[src/rtl/bus_pkg.sv]
// Shared definitions for the bus endpoint: broadcast ID, ID width and the
// helper that extracts the destination ID from the top bits of a packet.
package bus_pkg;

    localparam int ID_W = 8;
    localparam logic [ID_W-1:0] BCAST_ID = 8'hFF;

    // Packages cannot take parameters, so packets are passed in zero-extended
    // to MAX_W bits along with the index of their real MSB.
    localparam int MAX_W = 256;
    typedef logic [MAX_W-1:0] pkt_max_t;

    function automatic logic [ID_W-1:0] dst_of(input pkt_max_t pkt, input logic [7:0] msb);
        return pkt[msb -: ID_W];
    endfunction

endpackage

[src/rtl/sync_fifo.sv]
// Synchronous show-ahead FIFO with sticky overflow/underflow flags.
// A full FIFO accepts a write when a read frees a slot in the same cycle.
module sync_fifo #(
    parameter int width = 16,
    parameter int depth = 8,
    localparam int CW = $clog2(depth + 1)
) (
    input  logic             clk,
    input  logic             reset,
    input  logic             wr,
    input  logic [width-1:0] wdata,
    input  logic             rd,
    output logic [width-1:0] rdata,
    output logic             empty,
    output logic             full,
    output logic [CW-1:0]    count,
    output logic             ovf,
    output logic             udf
);

    localparam int AW = $clog2(depth);

    logic [width-1:0] mem [depth];
    logic [AW-1:0]    wr_ptr;
    logic [AW-1:0]    rd_ptr;
    logic             wr_ok;
    logic             rd_ok;

    assign empty = (count == '0);
    assign full  = (count == CW'(depth));
    assign rd_ok = rd && !empty;
    assign wr_ok = wr && (!full || rd_ok);
    assign rdata = empty ? '0 : mem[rd_ptr];

    always_ff @(posedge clk) begin
        if (!reset) begin
            wr_ptr <= '0;
            rd_ptr <= '0;
            count  <= '0;
            ovf    <= 1'b0;
            udf    <= 1'b0;
        end else begin
            if (rd_ok) begin
                rd_ptr <= rd_ptr + AW'(1);
            end
            if (wr_ok) begin
                wr_ptr <= wr_ptr + AW'(1);
            end
            if (wr_ok && !rd_ok) begin
                count <= count + CW'(1);
            end else if (rd_ok && !wr_ok) begin
                count <= count - CW'(1);
            end
            if (wr && full && !rd) begin
                ovf <= 1'b1;
            end
            if (rd && empty) begin
                udf <= 1'b1;
            end
        end
    end

    // Storage is not reset; contents are invisible until pointers move past them.
    always_ff @(posedge clk) begin
        if (reset && wr_ok) begin
            mem[wr_ptr] <= wdata;
        end
    end

endmodule

[src/rtl/bus_endpoint_fifo.sv]
// Per-device endpoint: TX FIFO toward the bus driver, RX FIFO from it,
// plus a sticky check for RX packets addressed to another device.
module bus_endpoint_fifo
    import bus_pkg::*;
#(
    parameter int              width = 16,
    parameter int              depth = 8,
    parameter logic [ID_W-1:0] ID    = 8'd0,
    parameter logic [ID_W-1:0] BCAST = BCAST_ID,
    localparam int CW = $clog2(depth + 1)
) (
    input  logic             clk,
    input  logic             reset,
    input  logic             dev_tx_push,
    input  logic [width-1:0] dev_tx_data,
    output logic             tx_full,
    output logic [CW-1:0]    tx_count,
    output logic             pndng,
    input  logic             pop,
    output logic [width-1:0] D_pop,
    input  logic             push,
    input  logic [width-1:0] D_push,
    input  logic             dev_rx_pop,
    output logic [width-1:0] dev_rx_data,
    output logic             rx_pndng,
    output logic [CW-1:0]    rx_count,
    output logic             tx_ovf,
    output logic             rx_ovf,
    output logic             tx_udf,
    output logic             rx_udf,
    output logic             misroute
);

    typedef logic [width-1:0] pkt_t;

    logic            tx_empty;
    logic            rx_empty;
    logic            rx_full;
    logic [ID_W-1:0] rx_dst;
    pkt_t            rx_pkt;

    sync_fifo #(.width(width), .depth(depth)) u_tx_fifo (
        .clk   (clk),
        .reset (reset),
        .wr    (dev_tx_push),
        .wdata (dev_tx_data),
        .rd    (pop),
        .rdata (D_pop),
        .empty (tx_empty),
        .full  (tx_full),
        .count (tx_count),
        .ovf   (tx_ovf),
        .udf   (tx_udf)
    );

    sync_fifo #(.width(width), .depth(depth)) u_rx_fifo (
        .clk   (clk),
        .reset (reset),
        .wr    (push),
        .wdata (D_push),
        .rd    (dev_rx_pop),
        .rdata (dev_rx_data),
        .empty (rx_empty),
        .full  (rx_full),
        .count (rx_count),
        .ovf   (rx_ovf),
        .udf   (rx_udf)
    );

    assign pndng    = !tx_empty;
    assign rx_pndng = !rx_empty;
    assign rx_pkt   = D_push;
    assign rx_dst   = dst_of(MAX_W'(rx_pkt), 8'(width - 1));

    // Only packets the RX FIFO actually accepts are checked; they are stored regardless.
    always_ff @(posedge clk) begin
        if (!reset) begin
            misroute <= 1'b0;
        end else if (push && (!rx_full || dev_rx_pop) && rx_dst != ID && rx_dst != BCAST) begin
            misroute <= 1'b1;
        end
    end

endmodule

[config.mk]
export PLATFORM = sky130hd
export DESIGN_NAME = bus_endpoint_fifo
export DESIGN_NICKNAME = d
export VERILOG_FILES = /design/src/rtl/bus_pkg.sv /design/src/rtl/sync_fifo.sv /design/src/rtl/bus_endpoint_fifo.sv
export SDC_FILE = /design/constraint.sdc
export NUM_CORES = 1
export LEC_CHECK = 0
export BUFFER_PORTS_ARGS = -buffer_cell sky130_fd_sc_hd__buf_2
export CELL_PAD_IN_SITES_DETAIL_PLACEMENT = 1
export CELL_PAD_IN_SITES_GLOBAL_PLACEMENT = 1
export CORE_MARGIN = 4
export CORE_UTILIZATION = 35
export CTS_CLUSTER_SIZE = 30
export DETAILED_ROUTE_END_ITERATION = 7
export GPL_TIMING_DRIVEN = 1
export PLACE_DENSITY = 0.62
export SLEW_MARGIN = 10
export SYNTH_ARGS = -nofsm -noshare
export SYNTH_HDL_FRONTEND = slang
export SYNTH_HIERARCHICAL = 1
export SYNTH_SLANG_ARGS = --single-unit
export TNS_END_PERCENT = 5
[constraint.sdc]
create_clock -name clk -period 3.5 [get_ports clk]
set_input_delay 0.175 -clock clk [delete_from_list [all_inputs] [get_ports clk]]
set_output_delay 0.175 -clock clk [all_outputs]
set_load 0.05 [all_outputs]
# --- Word level (Yosys, flattened, before mapping) ---
# Memory sizes are Yosys's and may differ from the RTL's. A register that Yosys moved wholly into a read port is not among the register bits.
# Cells that the tools add are included.
word_totals:
  register_bits: 25
  ram_bits: 256
  input_bits: 38
  out_inout_bits: 48
  elab_cells: 75
  mem_count: 2
classes:
  addsub: 8
  n_eq_ne: 3
  mux: 14
  n_reduce_logical: 37
mem_list:
  columns: ["name", "depth", "width", "read_ports", "rd_clocked_by_memory_dff", "write_ports", "line", "rtl"]
  rows:
  - ["u_rx_fifo.mem", 8, 16, 1, 1, 1, "sync_fifo.sv:23", "logic [width-1:0] mem [depth];"]
  - ["u_tx_fifo.mem", 8, 16, 1, 1, 1, "sync_fifo.sv:23", null]
ops:
  columns: ["operator", "count"]
  rows:
  - ["16-bit two-way mux", 2]
  - ["1-bit logical AND", 19]
  - ["4-bit two-way mux", 4]
  - ["3-bit by 1-bit adder with 3-bit output (second input constant)", 4]
  - ["3-bit two-way mux", 4]
  - ["1-bit logical NOT", 10]
  - ["4-bit by 1-bit adder with 4-bit output (second input constant)", 2]
  - ["4-bit equality test (second input constant)", 2]
  - ["4-bit logical NOT", 2]
  - ["8-bit != test (second input constant)", 1]
  - ["8-bit nonzero test", 1]
  - ["4-bit by 1-bit subtractor with 4-bit output (second input constant)", 2]
  - ["1-bit two-way mux", 4]
  - ["2-bit nonzero test", 2]
  - ["1-bit logical OR", 3]

# --- Logic depth before layout (Yosys ltp) ---
depth:
  ltp_word: 9
  depth_mapped: 9
  depth_no_buf: 9

# --- Cells and area by module ---
# The synthesis kept the hierarchy.
modules_own_cells:
  columns: ["mod", "instances", "cells_each", "area_each_um2", "seq_area_each_um2"]
  rows:
  - ["sync_fifo", 2, 283, 5602.9, 4144.0]
  - ["bus_endpoint_fifo", 1, 13, 85.1, 20.0]

# --- Worst setup path after synthesis ---
# Ideal clock, no wire load.
synth_timing:
  path_kind: "register to register"
  from: "register u_tx_fifo.count[0]"
  to: "memory u_tx_fifo.mem[4][0], enable pin"
  setup_time_ps: 409
  arrival_time_ps: 2622
  required_time_ps: 3091
  path_slack_ps: 468
  stages_incl_launch_ff: 5
  path_buffers: 0
  synth_period_minus_slack_ps: 3032
  cell_sequence: "dfxtp_1 -> or4b_4 -> o21a_4 -> or2b_2 -> nor3_1"
synth_via:
  elab_chain_len: 8
  word_cells_on_any_way: 10
  classes_between: "eq/ne (1); mux (2); reduce/logical (7)"
synth_lines:
  columns: ["element", "line", "rtl"]
  rows:
  - ["start, declared", "sync_fifo.sv:16", "output logic [CW-1:0] count,"]
  - ["start signal, assigned", "sync_fifo.sv:50", "count <= count + CW'(1);"]
  - ["start signal, assigned", "sync_fifo.sv:52", "count <= count - CW'(1);"]
  - ["4-bit logical NOT", "sync_fifo.sv:29", "assign empty = (count == '0);"]
  - ["1-bit logical NOT", "sync_fifo.sv:31", "assign rd_ok = rd && !empty;"]
  - ["1-bit logical AND", "sync_fifo.sv:31", null]
  - ["1-bit logical OR (*)", "sync_fifo.sv:32", "assign wr_ok = wr && (!full || rd_ok);"]
  - ["1-bit logical AND (*)", "sync_fifo.sv:32", null]
  - ["1-bit logical AND (*)", "sync_fifo.sv:65", "if (reset && wr_ok) begin"]
  - ["1-bit two-way mux (*)", "sync_fifo.sv:65", null]
  - ["1-bit two-way mux (not written as such) (*)", "sync_fifo.sv:66", "mem[wr_ptr] <= wdata;"]
  - ["end, declared", "sync_fifo.sv:23", null]
# Mark *: on every way between the ends. The rest lies on a longest branch, timed or not.

==> results by group <==
Outcome
  • Status: completed

Cells and area
  • Most common cell after layout, fill and taps aside: edfxtp_1
  • Layout Nets: 775
  • Total area of sequential cells: between 0.008 and 0.009 sq mm
  • Multi-input gate area in the final layout: 0.00295 sq mm
  • Fraction of layout instances using a drive strength above 1: 32.4%
  • Inserted Diodes: 0
  • Non-filler instance count after layout: 1152
  • Layout Area Growth over Synthesis: 22.0%
  • Fill cell count: 3053
  • Most frequent cells in the layout: edfxtp_1, buf_2, mux4_2
  • Final Util: 43.4%

CTS
  • CTS Root Cell: clkbuf_16
  • Post-CTS setup buffer count: 0
  • Max Buffers Root-to-Sink: 3
  • Clk Latency, worst-skew pair: ~520 ps
  • Clock sink total: 287
  • H-tree depth: 2
  • Num CTS Buffers: 34
  • Post-CTS Resized: 0
  • CTS tree: done
  • Hold buffers post-CTS: 32
  • Reg clk slew, reported paths: ~50 ps

Drt
  • Met2 wire length: between 10000 and 15000 um
  • Routed Antenna Nets: 0
  • Met3 Wirelength: slightly above 900 um
  • Top sig layer: met4
  • Vias per std cell: between 5 and 6
  • Initial DRC count: 271
  • Final routed DRC violation total: 0
  • Average detailed-routed wire length per instance: about 21 um
  • Via Count: 5806
  • WL final: about 24000 um
  • Drt pass-1 iters: 6
  • Met1 WL: roughly 10000 um

Place
  • Post-DP HPWL: 14800 um
  • Placed insts: between 1000 and 1500
  • Port Buffers: 85
  • GPL Wtd Cong: 0.736

Floorplan
  • DIE AREA: 0.0352 sq mm
  • I/O pin cnt: 86
  • Chip height: 188 um
  • Initial Util: a little over a third
  • Core area: 0.0317 sq mm
  • Die width: 188 um
  • Std cell rows: 65

GRT
  • First-pass GRT wire length: 38500 um
  • Largest net degree at the start of global routing: 33
  • Gr usage total: between 10% and 20%
  • Grt ovf: 0
  • Initial antenna violation count: 0
  • Vias in the first global route: approximately 6500

Setup path
  • Worst r2r path cells: 9
  • CP Capture Type: output pin
  • Critical R2R Launch: u_tx_fifo/count[0]
  • WP data arrival: 2570 ps
  • Worst reg2reg setup slack: 830 ps
  • Worst r2r dst: u_tx_fifo/count[3]
  • Class of the most critical setup path: reg2out
  • Worst-path fanout max: 18
  • Setup crit start kind: flip-flop
  • Critical Path RT: about 3300 ps

Yosys
  • Warnings from Yosys: 6
  • Yosys reg bits: 287
  • Post-synthesis sequential area ratio: around 74%
  • Distinct cell type count after synthesis: 35
  • Synthesized netlist cell count: 579
  • Synth Net Count: 629
  • Cell Area, Synth: around 0.011 sq mm
  • Avg Cell Area, Syn: around 20 sq um

STA
  • Final TNS setup: 0 ps
  • Fin. Hold Viols: 0
  • Worst slew pin tran: 1060 ps
  • Final period util: 78.4%
  • RSZ-0062 raised after global routing: no
  • Clk_skew: 23.0 ps
  • Slew HR: 29.4%
  • Fin. max-slew vios: 0
  • Post-layout minimum cycle time: about 2700 ps
  • Achievable Freq: 364 MHz
  • Final setup viols: 0

Job
  • Max cap viols: 0

Min path
  • Hold_sp: dev_tx_push
  • Min-Delay Endpoint: u_tx_fifo/ovf
  • Hold depth: 3
  • HP Class: in2reg

Power
  • PwrDens: 768 mW/mm^2
  • P_leak: ~4.6 nW
  • Peak supply drop: 0.000371 V
[worst max-delay path by stage]
stage	from	end	slack, ps	cells after the start
after floorplan	u_tx_fifo/count[0]	u_tx_fifo/mem[4][0]	470	4
after global placement	u_tx_fifo/count[0]	u_tx_fifo/count[3]	980	9
after detailed placement	u_rx_fifo/count[0]	u_rx_fifo/count[3]	800	10
after CTS	flip-flop	D_pop[8]	700	5
after global routing	u_rx_fifo/count[0]	u_rx_fifo/count[3]	570	10
final	flip-flop	D_pop[8]	760	5
[where the power goes]
part           leakage (nW)  internal (mW)  switching [mW]
logic                  1.47           1.14            2.04
registers              2.57           3.88           0.189
clock network         0.517           1.97            1.36
[cells in the mapped netlist]
master / instances / share of area [%]
inv_1: 7 / 0.23
o211ai_1: 1 / 0.067
nor2_1: 42 / 1.4
mux4_2: 64 / 13
nand3b_1: 2 / 0.13
and2_1: 12 / 0.66
nand2_1: 11 / 0.37
a31oi_1: 2 / 0.11
o31ai_1: 1 / 0.067
xnor2_1: 10 / 0.78
buf_2: 4 / 0.18
buf_1: 8 / 0.27
fa_1: 2 / 0.35
buf_4: 6 / 0.40
or4_1: 2 / 0.13
a21boi_2: 2 / 0.20
clkbuf_1: 10 / 0.33
nand4_1: 2 / 0.11
edfxtp_1: 256 / 68
ha_1: 10 / 1.1
o211ai_2: 2 / 0.22
dfxtp_1: 31 / 5.5
or4b_4: 2 / 0.24
nand2b_4: 2 / 0.24
or2b_2: 2 / 0.16
a21oi_1: 6 / 0.27
nor3_1: 12 / 0.53
nand3_1: 6 / 0.27
nor2b_1: 8 / 0.44
a211oi_1: 2 / 0.13
o21ai_0: 4 / 0.18
o21a_4: 2 / 0.27
nor4_1: 2 / 0.11
mux2i_1: 38 / 3.4
nand2b_1: 6 / 0.33
[critical path, stage by stage (launching register included)]
cell     delay [ps]
dfxtp_1         950
buf_4           310
mux4_2          320
mux2i_1         200
nor2_1           70
buf_2           220
[kinds of logic (layout without fill, tap and decap cells)]
kind of cell               count (synthesis)  in the layout  synth area share [%]
AOI/OAI and AO/OA                         22             22                  1.51
xor gates and xnor gates                  10             10                 0.776
adders and majority gates                 12             12                  1.46
buffers and inverters                     35            206                  1.41
DFF                                      287            287                  73.6
muxes                                    102            102                  16.1
and+or+nand+nor                          111            111                  5.13
[metrics by stage]
step / power [mW] / hold WS [ps] / area [sq um] / setup WS [ps]
2_1_floorplan: 6.53 / 274 / 11300 / 468
3_3_place_gp: 7.27 / 430 / 12400 / 979
3_5_place_dp: 7.35 / 450 / 12400 / 799
4_1_cts: 10.7 / 10.3 / 13800 / 698
5_1_grt: 11.1 / 23.4 / 13800 / 567
6_report: 10.6 / 11.2 / 13800 / 755
[final cells by class]
type	count	share of cell area, %
repair buffers	138	6.65
inverters	7	0.191
flip-flops and latches	287	60.3
well taps	402	3.65
clock inverters	16	1.24
multi-input cells	257	21.4
clock buffers	45	6.48
[routing by layer]
| layer | track usage [%] | vias up |
|---|---|---|
| li1 | - | 2611 |
| met1 | 17.7 | 3040 |
| met2 | 24.8 | 126 |
| met3 | 2.77 | 29 |
| met4 | 3.47 | 0 |
| met5 | 0 | - |
[registers in the layout, indices dropped and copies added (netlist names), named ones only]
name,count
misroute,1
u_rx_fifo/count,4
u_rx_fifo/mem,128
u_rx_fifo/ovf,1
u_rx_fifo/rd_ptr,3
u_rx_fifo/udf,1
u_rx_fifo/wr_ptr,3
u_tx_fifo/count,4
u_tx_fifo/mem,128
u_tx_fifo/ovf,1
u_tx_fifo/rd_ptr,3
u_tx_fifo/udf,1
u_tx_fifo/wr_ptr,3
No activity file was read; power rests on OpenSTA's default activity.
